**src/rtl/fetch_sequencer.sv**
```systemverilog
// fetch_sequencer
//   IF-stage fetch controller. Drives the PC register (next_pc/pc_write),
//   runs the imem request/ack handshake and arbitrates redirect sources
//   (exc > eret > br_taken > jump) against load-use stall and sequential
//   +4 fetch. Raises a sticky imem_err when an ack does not arrive within
//   ACK_TIMEOUT request cycles.
//
// Ports
//   clock, reset           rising-edge clock, async active-high reset
//   pc                     current PC from the PC register
//   next_pc, pc_write      PC register load value and enable
//   imem_req, imem_ack     instruction-memory fetch handshake
//   stall_id               load-use hazard, IF/ID must not advance
//   exc                    exception pulse (target EXC_VECTOR)
//   eret, epc              exception return pulse and address
//   br_taken, br_target    taken-branch pulse and target
//   jump, jump_target      jump pulse and target
//   if_valid, flush_if     IF/ID latch enable and wrong-path flush
//   imem_err               sticky ack-timeout error (registered)
module fetch_sequencer #(
    parameter logic [31:0] RESET_PC    = 32'h0040_0000,
    parameter logic [31:0] EXC_VECTOR  = 32'h8000_0180,
    parameter int unsigned ACK_TIMEOUT = 16
) (
    input  logic        clock,
    input  logic        reset,
    input  logic [31:0] pc,
    output logic [31:0] next_pc,
    output logic        pc_write,
    output logic        imem_req,
    input  logic        imem_ack,
    input  logic        stall_id,
    input  logic        exc,
    input  logic        eret,
    input  logic [31:0] epc,
    input  logic        br_taken,
    input  logic [31:0] br_target,
    input  logic        jump,
    input  logic [31:0] jump_target,
    output logic        if_valid,
    output logic        flush_if,
    output logic        imem_err
);

    localparam int unsigned CW = (ACK_TIMEOUT > 2) ? $clog2(ACK_TIMEOUT) : 1;
    localparam logic [CW-1:0] WAIT_LAST = CW'(ACK_TIMEOUT - 1);

    typedef enum logic [1:0] {
        IDLE  = 2'd0,
        REQ   = 2'd1,
        HOLD  = 2'd2,
        ERROR = 2'd3
    } state_t;

    state_t        state, state_d;
    logic [CW-1:0] wait_cnt, wait_d;
    logic          pend_valid, pend_valid_d;
    logic [1:0]    pend_prio, pend_prio_d;
    logic [31:0]   pend_pc, pend_pc_d;
    logic          err_set;

    // Redirect arbitration; lower redir_prio value means higher priority.
    logic        redir;
    logic [1:0]  redir_prio;
    logic [31:0] redir_raw;
    logic [31:0] redir_pc;

    always_comb begin
        redir      = exc | eret | br_taken | jump;
        redir_prio = 2'd3;
        redir_raw  = jump_target;
        if (exc) begin
            redir_prio = 2'd0;
            redir_raw  = EXC_VECTOR;
        end else if (eret) begin
            redir_prio = 2'd1;
            redir_raw  = epc;
        end else if (br_taken) begin
            redir_prio = 2'd2;
            redir_raw  = br_target;
        end
        redir_pc = {redir_raw[31:2], 2'b00};
    end

    always_ff @(posedge clock or posedge reset) begin
        if (reset) begin
            state      <= IDLE;
            wait_cnt   <= '0;
            pend_valid <= 1'b0;
            pend_prio  <= '0;
            pend_pc    <= '0;
            imem_err   <= 1'b0;
        end else begin
            state      <= state_d;
            wait_cnt   <= wait_d;
            pend_valid <= pend_valid_d;
            pend_prio  <= pend_prio_d;
            pend_pc    <= pend_pc_d;
            imem_err   <= imem_err | err_set;
        end
    end

    always_comb begin
        state_d      = state;
        wait_d       = wait_cnt;
        pend_valid_d = pend_valid;
        pend_prio_d  = pend_prio;
        pend_pc_d    = pend_pc;
        err_set      = 1'b0;
        next_pc      = RESET_PC;
        pc_write     = 1'b0;
        imem_req     = 1'b0;
        if_valid     = 1'b0;
        flush_if     = 1'b0;

        unique case (state)
            IDLE: state_d = REQ;

            REQ: begin
                imem_req = 1'b1;
                if (imem_ack) begin
                    wait_d       = '0;
                    // Any ack consumes the pending redirect: either it is
                    // applied now or a fresher redirect supersedes it.
                    pend_valid_d = 1'b0;
                    if (redir) begin
                        pc_write = 1'b1;
                        next_pc  = redir_pc;
                        flush_if = 1'b1;
                    end else if (pend_valid) begin
                        pc_write = 1'b1;
                        next_pc  = pend_pc;
                        flush_if = 1'b1;
                    end else if (stall_id) begin
                        state_d = HOLD;
                    end else begin
                        pc_write = 1'b1;
                        next_pc  = pc + 32'd4;
                        if_valid = 1'b1;
                    end
                end else begin
                    // A redirect seen while waiting is remembered; only a
                    // strictly higher-priority one may replace it.
                    if (redir && (!pend_valid || (redir_prio < pend_prio))) begin
                        pend_valid_d = 1'b1;
                        pend_prio_d  = redir_prio;
                        pend_pc_d    = redir_pc;
                    end
                    if (wait_cnt == WAIT_LAST) begin
                        state_d = ERROR;
                        err_set = 1'b1;
                    end else begin
                        wait_d = wait_cnt + 1'b1;
                    end
                end
            end

            HOLD: begin
                if (redir) begin
                    pc_write = 1'b1;
                    next_pc  = redir_pc;
                    flush_if = 1'b1;
                    state_d  = REQ;
                end else if (!stall_id) begin
                    state_d = REQ;
                end
            end

            ERROR: ;

            default: state_d = IDLE;
        endcase
    end

endmodule

```
**config.mk**
```make
export PLATFORM = sky130hd
export DESIGN_NAME = fetch_sequencer
export DESIGN_NICKNAME = d
export VERILOG_FILES = /design/src/rtl/fetch_sequencer.sv
export SDC_FILE = /design/constraint.sdc
export NUM_CORES = 1
export LEC_CHECK = 0
export CAP_MARGIN = 40
export CORE_MARGIN = 2
export CORE_UTILIZATION = 44
export DETAILED_ROUTE_END_ITERATION = 6
export PLACE_DENSITY = 0.86
export SLEW_MARGIN = 40
export SYNTH_ARGS = -nofsm -noshare
export SYNTH_HDL_FRONTEND = slang
export SYNTH_SLANG_ARGS = --single-unit
```
**constraint.sdc**
```tcl
create_clock -name clock -period 2.8 [get_ports clock]
set_input_delay 0.42 -clock clock [delete_from_list [all_inputs] [get_ports clock]]
set_output_delay 0.42 -clock clock [all_outputs]
set_load 0.01 [all_outputs]
```
==> run_results.csv, run 1 <==
group,metric,value,unit
timing,finalSetupViolCount,1,
yosys,synth_ff_type,"dfrtp_1",
timing,max_freq,356.1,MHz
floorplan,die_x,99.19,µm
global_route,grtUsageTotal,0.3492,
timing,period_needed,2808,ps
yosys,synth_top_family_by_area,"compound AO/OA/AOI/OAI gates",
floorplan,dieArea,9838,µm²
job,drv_cap,0,
timing,fin_ws,-7.960,ps
detailed_routing,drc_errors,0,
critical_path,r2r_start,"state[1]$_DFFE_PP0P_",
global_route,grt_overflow,0,
global_route,grt_max_degree,41,
pwr,power_leakage,3.196,nW
timing,drv_slew,0,
timing,worstMarginPinSlew,547.3,ps
cts,cts_tree,"built",
critical_path,worstPathMaxFanout,4,
detailed_routing,viasPerCell,6.197,
critical_path,cp-end-kind,"output pin",
placement,io_buffers,166,
detailed_routing,drtIter0Drc,363,
yosys,yosysWarnings,0,
yosys,synth-simple-area-share,0.2269,
placement,place.gp.congestion,0.9321,
critical_path,crit_type,"in2out",
status,status,"finished, violations left",
yosys,synth_area_leaders,"dfrtp_1 (25%), mux2_2 (14%), a21oi_1 (7.2%)",
floorplan,die_y,99.19,µm
yosys,synth-seq-area-share,0.2511,
detailed_routing,dr.pass1.iters,5,
pwr,ir_drop,0.6348,mV
global_route,antenna_found_initial,1,
finish,drive_gt1_frac,0.3368,
timing,tns,-7.960,ps
hold_path,hold_start,"imem_err$_DFF_PP0_",
yosys,async_flop_share,1.000,
yosys,synth-adder-area-share,0.01883,
finish,final_area,7041,µm²
cts,cts.path.max_buffers,2,
pwr,total_power,3.755,mW
cts,cts_root_buf,"clkbuf_8",
timing,slew_headroom,0.6352,
critical_path,critPathLaunch,"pc[2]",
yosys,synth_top_cell_area_share,0.2511,
finish,fin_nets,907,
yosys,synth_area,3986,µm²
timing,fin_crit_sh,1.003,
yosys,yosysUniqueCellTypes,59,
floorplan,start_util,0.4549,
cts,clock_latency,300,ps
yosys,synth_commonest_cells,"nand2_1 (71), a21oi_1 (57), mux2_2 (48), nor2_1 (44), dfrtp_1 (40)",
status,violations,"negative setup slack",
cts,clk_pin_slew,80,ps
detailed_routing,drt_wl_total,17940,µm
placement,place_area,6409,µm²
detailed_routing,vias,5422,
yosys,ys_ff_latch,40,
critical_path,cp-start-kind,"primary input",
yosys,synthMuxAreaShare,0.1707,
critical_path,worstPathRequired,2380,ps
placement,dp_hpwl,12100,µm
pwr,power_density,533.4,nW/µm²
detailed_routing,wire_per_inst,20.50,µm
cts,numCtsBuffers,5,
yosys,syn_avg_cell_area,7.725,µm²
floorplan,ios,173,
yosys,synth-xor-area-share,0.03076,
yosys,synth_compound_area_frac,0.2414,
cts,htreeDepth,2,
timing,fin_worst_skew,3.573,ps
hold_path,hold_path.class,"reg2reg",
yosys,postSynthCellCount,516,
yosys,synth_nets,658,
finish,syn_to_final_growth,76.62,%
detailed_routing,antenna_left,0,
yosys,synth_edf_count,0,
floorplan,rows,34,
yosys,synthMostInstantiatedCell,"nand2_1",
cts,cts.sinks,40,
global_route,grt_pass1_wl,27590,µm
global_route,grt_pass1_vias,5573,
floorplan,core_area,8763,µm²
yosys,synth_top_area_cell,"dfrtp_1",
timing,hold_viol,0,
critical_path,cp.arrival,2390,ps
-- final cells by class --
| class | instances | area [µm²] |
|---|---|---|
| multi-input cells | 416 | 3098 |
| flip-flops and latches | 40 | 1001 |
| well taps | 108 | 135.1 |
| diodes | 1 | 2.502 |
| repair buffers | 280 | 2591 |
| inverters | 22 | 86.33 |
| clock inverters | 1 | 30.03 |
| fillers | 526 | 1723 |
| clock buffers | 7 | 96.34 |
-- worst max-delay path, stage by stage --
cell and delay, ps:
dlygate4sd2_1 230, buf_4 130, nand4_1 170, buf_6 180, nor4_2 250, buf_4 170
buf_4 100, buf_4 100, a211oi_1 60, a31oi_1 290, a21oi_1 120, buf_2 160
-- sequential cells by signal (all words and copies together) (netlist names) --
name / cells
pend_pc: 30
wait_cnt: 4
pend_prio: 2
state: 2
imem_err: 1
pend_valid: 1
-- cells by family after synthesis --
| group | count (synthesis) |
|---|---|
| AOI/OAI and AO/OA | 149 |
| xor gates and xnor gates | 14 |
| adders and majority gates | 6 |
| buffers and inverters | 60 |
| DFF | 40 |
| muxes | 62 |
| and+or+nand+nor | 185 |
-- path summary, 6_finish.rpt --
kind | slack [ps] | cells after the start | end
max in group asynchronous | 1880 | 3 | pend_pc[19]$_DFFE_PP0P_
hold / removal | 470 | 1 | imem_err$_DFF_PP0_
hold reg to reg | 470 | 1 | imem_err$_DFF_PP0_
setup / recovery | -8 | 12 | next_pc[21]
min in group asynchronous | 540 | 3 | pend_prio[0]$_DFFE_PP0P_
setup reg to reg | 660 | 8 | pend_pc[29]$_DFFE_PP0P_
-- where the power goes --
group / internal, mW / switching [mW]
Combinational: 1.09 / 1.14
Sequential: 0.819 / 0.174
Clock: 0.315 / 0.223
Total: 2.22 / 1.53
-- cells in the final DEF (no fill, tap or decap), types with 4 or more instances in the layout --
cell and n:
clkdlybuf4s50_1 116, buf_4 96, o22ai_1 4, a221oi_2 8, o21ai_1 8, xor2_1 5
buf_2 8, and2_1 4, mux2i_1 14, nor2_1 41, buf_12 7, a21oi_1 46
clkbuf_2 9, clkbuf_8 7, and3_1 8, nand2b_1 8, nand2_1 70, o211a_1 6
a21o_1 4, nor3_1 5, dfrtp_1 40, a211oi_2 5, dlygate4sd2_1 21, a21oi_2 10
mux2_2 48, ha_1 4, nor4_2 8, inv_1 21, nand4_1 6, buf_6 7
clkdlybuf4s15_1 6, xnor2_1 8, o21ai_0 17, nor4_4 4, nand3_1 5
-- metrics by stage --
step                      instances  hold slack [ps]  setup WS, ps    util
after global routing            875            507.1        -92.61  0.8034
after detailed placement        844            459.7        -666.0  0.7313
final                           875            472.4        -7.960  0.8034
after global placement          844            459.7        -640.9  0.7313
after CTS                       869            479.0        -51.80  0.7907
after floorplan                 516            474.1         353.8       -
-- per-layer routing --
layer,vias to the layer above,global-route usage,wire (µm)
li1,2392,-,-
met1,2564,0.3920,6325
met2,360,0.6253,8806
met3,106,0.05833,1530
met4,0,0.1949,1273
met5,-,0,0
-- what timing repair did --
action,4_1_cts,5_1_grt
resized for setup,151,44
cloned,2,0
buffers inserted,15,5
hold buffers,0,0
pin swaps,23,14
endpoints found under the setup margin,35,30
(Power assumes the default switching activity.)
==> inputs of run 2 (changes only) <==
--- a/config.mk
+++ b/config.mk
@@ -6,6 +6,7 @@
 export NUM_CORES = 1
 export LEC_CHECK = 0
 export CAP_MARGIN = 40
+export CORE_ASPECT_RATIO = 0.6
 export CORE_MARGIN = 2
 export CORE_UTILIZATION = 44
 export DETAILED_ROUTE_END_ITERATION = 6
==> run 2 against run 1 <==
The flow still finishes with violations (negative setup slack); register-to-register slack got worse by 50 ps; critical path depth down 4; combinational power barely moved; clock power rose by 11%; global-route usage is 0.76 points lower; final cell count rose by 0.57%; highest routed layer unchanged; maximum frequency up 0.17%; count of clock-buffer cells in the layout rose by 1; sequential share of layout area is 0.14 points lower.
==> run_results.csv, run 2 (synthesis gave the netlist of run 1 again) <==
group,metric,value,unit
critical_path,cp-start-kind,"primary input",
cts,cts_root_buf,"clkbuf_16",
timing,worstMarginPinSlew,558.6,ps
pwr,power_leakage,3.271,nW
finish,fin_nets,909,
cts,cts.path.max_buffers,2,
critical_path,cp_top_family,"simple AND/OR/NAND/NOR gates",
timing,period_needed,2803,ps
critical_path,crit_slowest_cell,"or4_4",
critical_path,cp_slowest_stage_delay,590,ps
critical_path,path_buf_inv,3,
cts,cts.sinks,40,
critical_path,crit_type,"in2out",
job,drv_cap,0,
floorplan,die_y,77.73,µm
timing,fin_ws,-3.271,ps
placement,io_buffers,166,
critical_path,worstPathMaxFanout,6,
detailed_routing,dr.pass1.iters,7,
global_route,grt_max_degree,41,
detailed_routing,antenna_left,0,
floorplan,rows,26,
global_route,antenna_found_initial,0,
detailed_routing,drc_errors,0,
timing,grt_setup_unrepaired,"true",
timing,fin_worst_skew,6.011,ps
finish,drive_gt1_frac,0.3359,
global_route,grt_overflow,0,
critical_path,cp-end-kind,"output pin",
cts,cts-hold-fix-buffers,0,
placement,dp_hpwl,12430,µm
timing,hold_viol,0,
finish,final_common_cell,"clkdlybuf4s50_1",
placement,place.gp.congestion,0.9876,
cts,htreeDepth,2,
floorplan,core_area,8653,µm²
cts,numCtsBuffers,5,
floorplan,ios,173,
global_route,grtUsageTotal,0.3415,
finish,final_core_util,0.8214,
floorplan,dieArea,9862,µm²
finish,top_regs,"pend_pc: 30 flops, wait_cnt: 4 flops",
global_route,grt_pass1_wl,26560,µm
global_route,grt_pass1_vias,5144,
timing,max_freq,356.7,MHz
hold_path,hold_start,"imem_err$_DFF_PP0_",
placement,dp.cells,863,
timing,slew_headroom,0.6276,
finish,syn_to_final_growth,78.31,%
floorplan,die_x,126.9,µm
critical_path,critical_path.cell_chain,"clkdlybuf4s15_2, nand4_4, buf_4, or4_4, o31a_1, o21ai_2, a21oi_2, dlygate4sd2_1",
finish,final_cells,880,
finish,mostFrequentLayoutCells,"clkdlybuf4s50_1 (112), buf_4 (101), nand2_1 (70)",
cts,clock_latency,290,ps
critical_path,critPathLaunch,"pc[7]",
detailed_routing,viasPerCell,6.063,
pwr,ir_drop,0.2939,mV
critical_path,r2r_start,"state[1]$_DFFE_PP0P_",
detailed_routing,drt_wl_total,17610,µm
finish,top_register,"pend_pc",
finish,fillerInstances,552,
detailed_routing,vias,5335,
timing,fin_crit_sh,1.001,
pwr,power_density,537.0,nW/µm²
status,status,"finished, violations left",
cts,cts_tree,"built",
detailed_routing,wire_per_inst,20.01,µm
hold_path,hold_path.class,"reg2reg",
timing,drv_slew,0,
floorplan,start_util,0.4607,
timing,finalSetupViolCount,2,
detailed_routing,drtIter0Drc,632,
status,violations,"negative setup slack",
finish,largest_reg_flops,30,
finish,diodes,0,
critical_path,worstPathRequired,2380,ps
critical_path,cp.arrival,2380,ps
cts,clk_pin_slew,60,ps
-- run 2: repair_timing --
action	in CTS	in global routing
resized for setup	125	66
pin swaps	16	8
buffers inserted	8	0
gates cloned	2	0
setup endpoints to repair	35	29
-- run 2: layout make-up --
cell class	count	area, µm²	share of cell area
clock buffer	8	146.4	0.02059
inverter	22	86.33	0.01215
multi-input combinational	416	3138	0.4415
sequential	40	1001	0.1408
tap	112	140.1	0.01971
timing repair buffer	282	2596	0.3653
-- run 2: where the power goes --
part	total [mW]	switching (mW)	internal, mW
Sequential	1.00	0.179	0.821
Clock	0.597	0.241	0.356
Combinational	2.22	1.14	1.08
-- run 2: routing by layer --
metal | track usage | vias to the layer above | wire (µm) | part of all wire
li1 | - | 2391 | - | -
met1 | 0.4412 | 2534 | 7025 | 0.40
met2 | 0.5699 | 351 | 8360 | 0.47
met3 | 0.07586 | 59 | 1650 | 0.094
met4 | 0.1132 | 0 | 573 | 0.033
met5 | 0 | - | 0 | 0
-- run 2: path summary, 6_finish.rpt --
| path | endpoint | cells after the start | slack, ps |
|---|---|---|---|
| max in group asynchronous | pend_pc[14]$_DFFE_PP0P_ | 3 | 1840 |
| max reg2reg | pend_pc[14]$_DFFE_PP0P_ | 8 | 610 |
| min | imem_err$_DFF_PP0_ | 1 | 460 |
| min reg2reg | imem_err$_DFF_PP0_ | 1 | 460 |
| min in group asynchronous | imem_err$_DFF_PP0_ | 3 | 580 |
| max | next_pc[29] | 8 | -3 |
-- run 2: per-stage QoR --
| step | TNS, ps | setup WS, ps | power [mW] | area, µm² | hold WS, ps |
|---|---|---|---|---|---|
| floorplan | 0 | 353.8 | 2.021 | 3986 | 474.1 |
| global placement | -14300 | -678.7 | 3.016 | 6501 | 439.8 |
| detailed placement | -14760 | -725.1 | 3.065 | 6501 | 462.5 |
| CTS | -704.7 | -140.9 | 3.669 | 6964 | 472.6 |
| global route | -214.6 | -111.2 | 3.982 | 7108 | 483.4 |
| finish | -5.182 | -3.271 | 3.817 | 7108 | 461.1 |
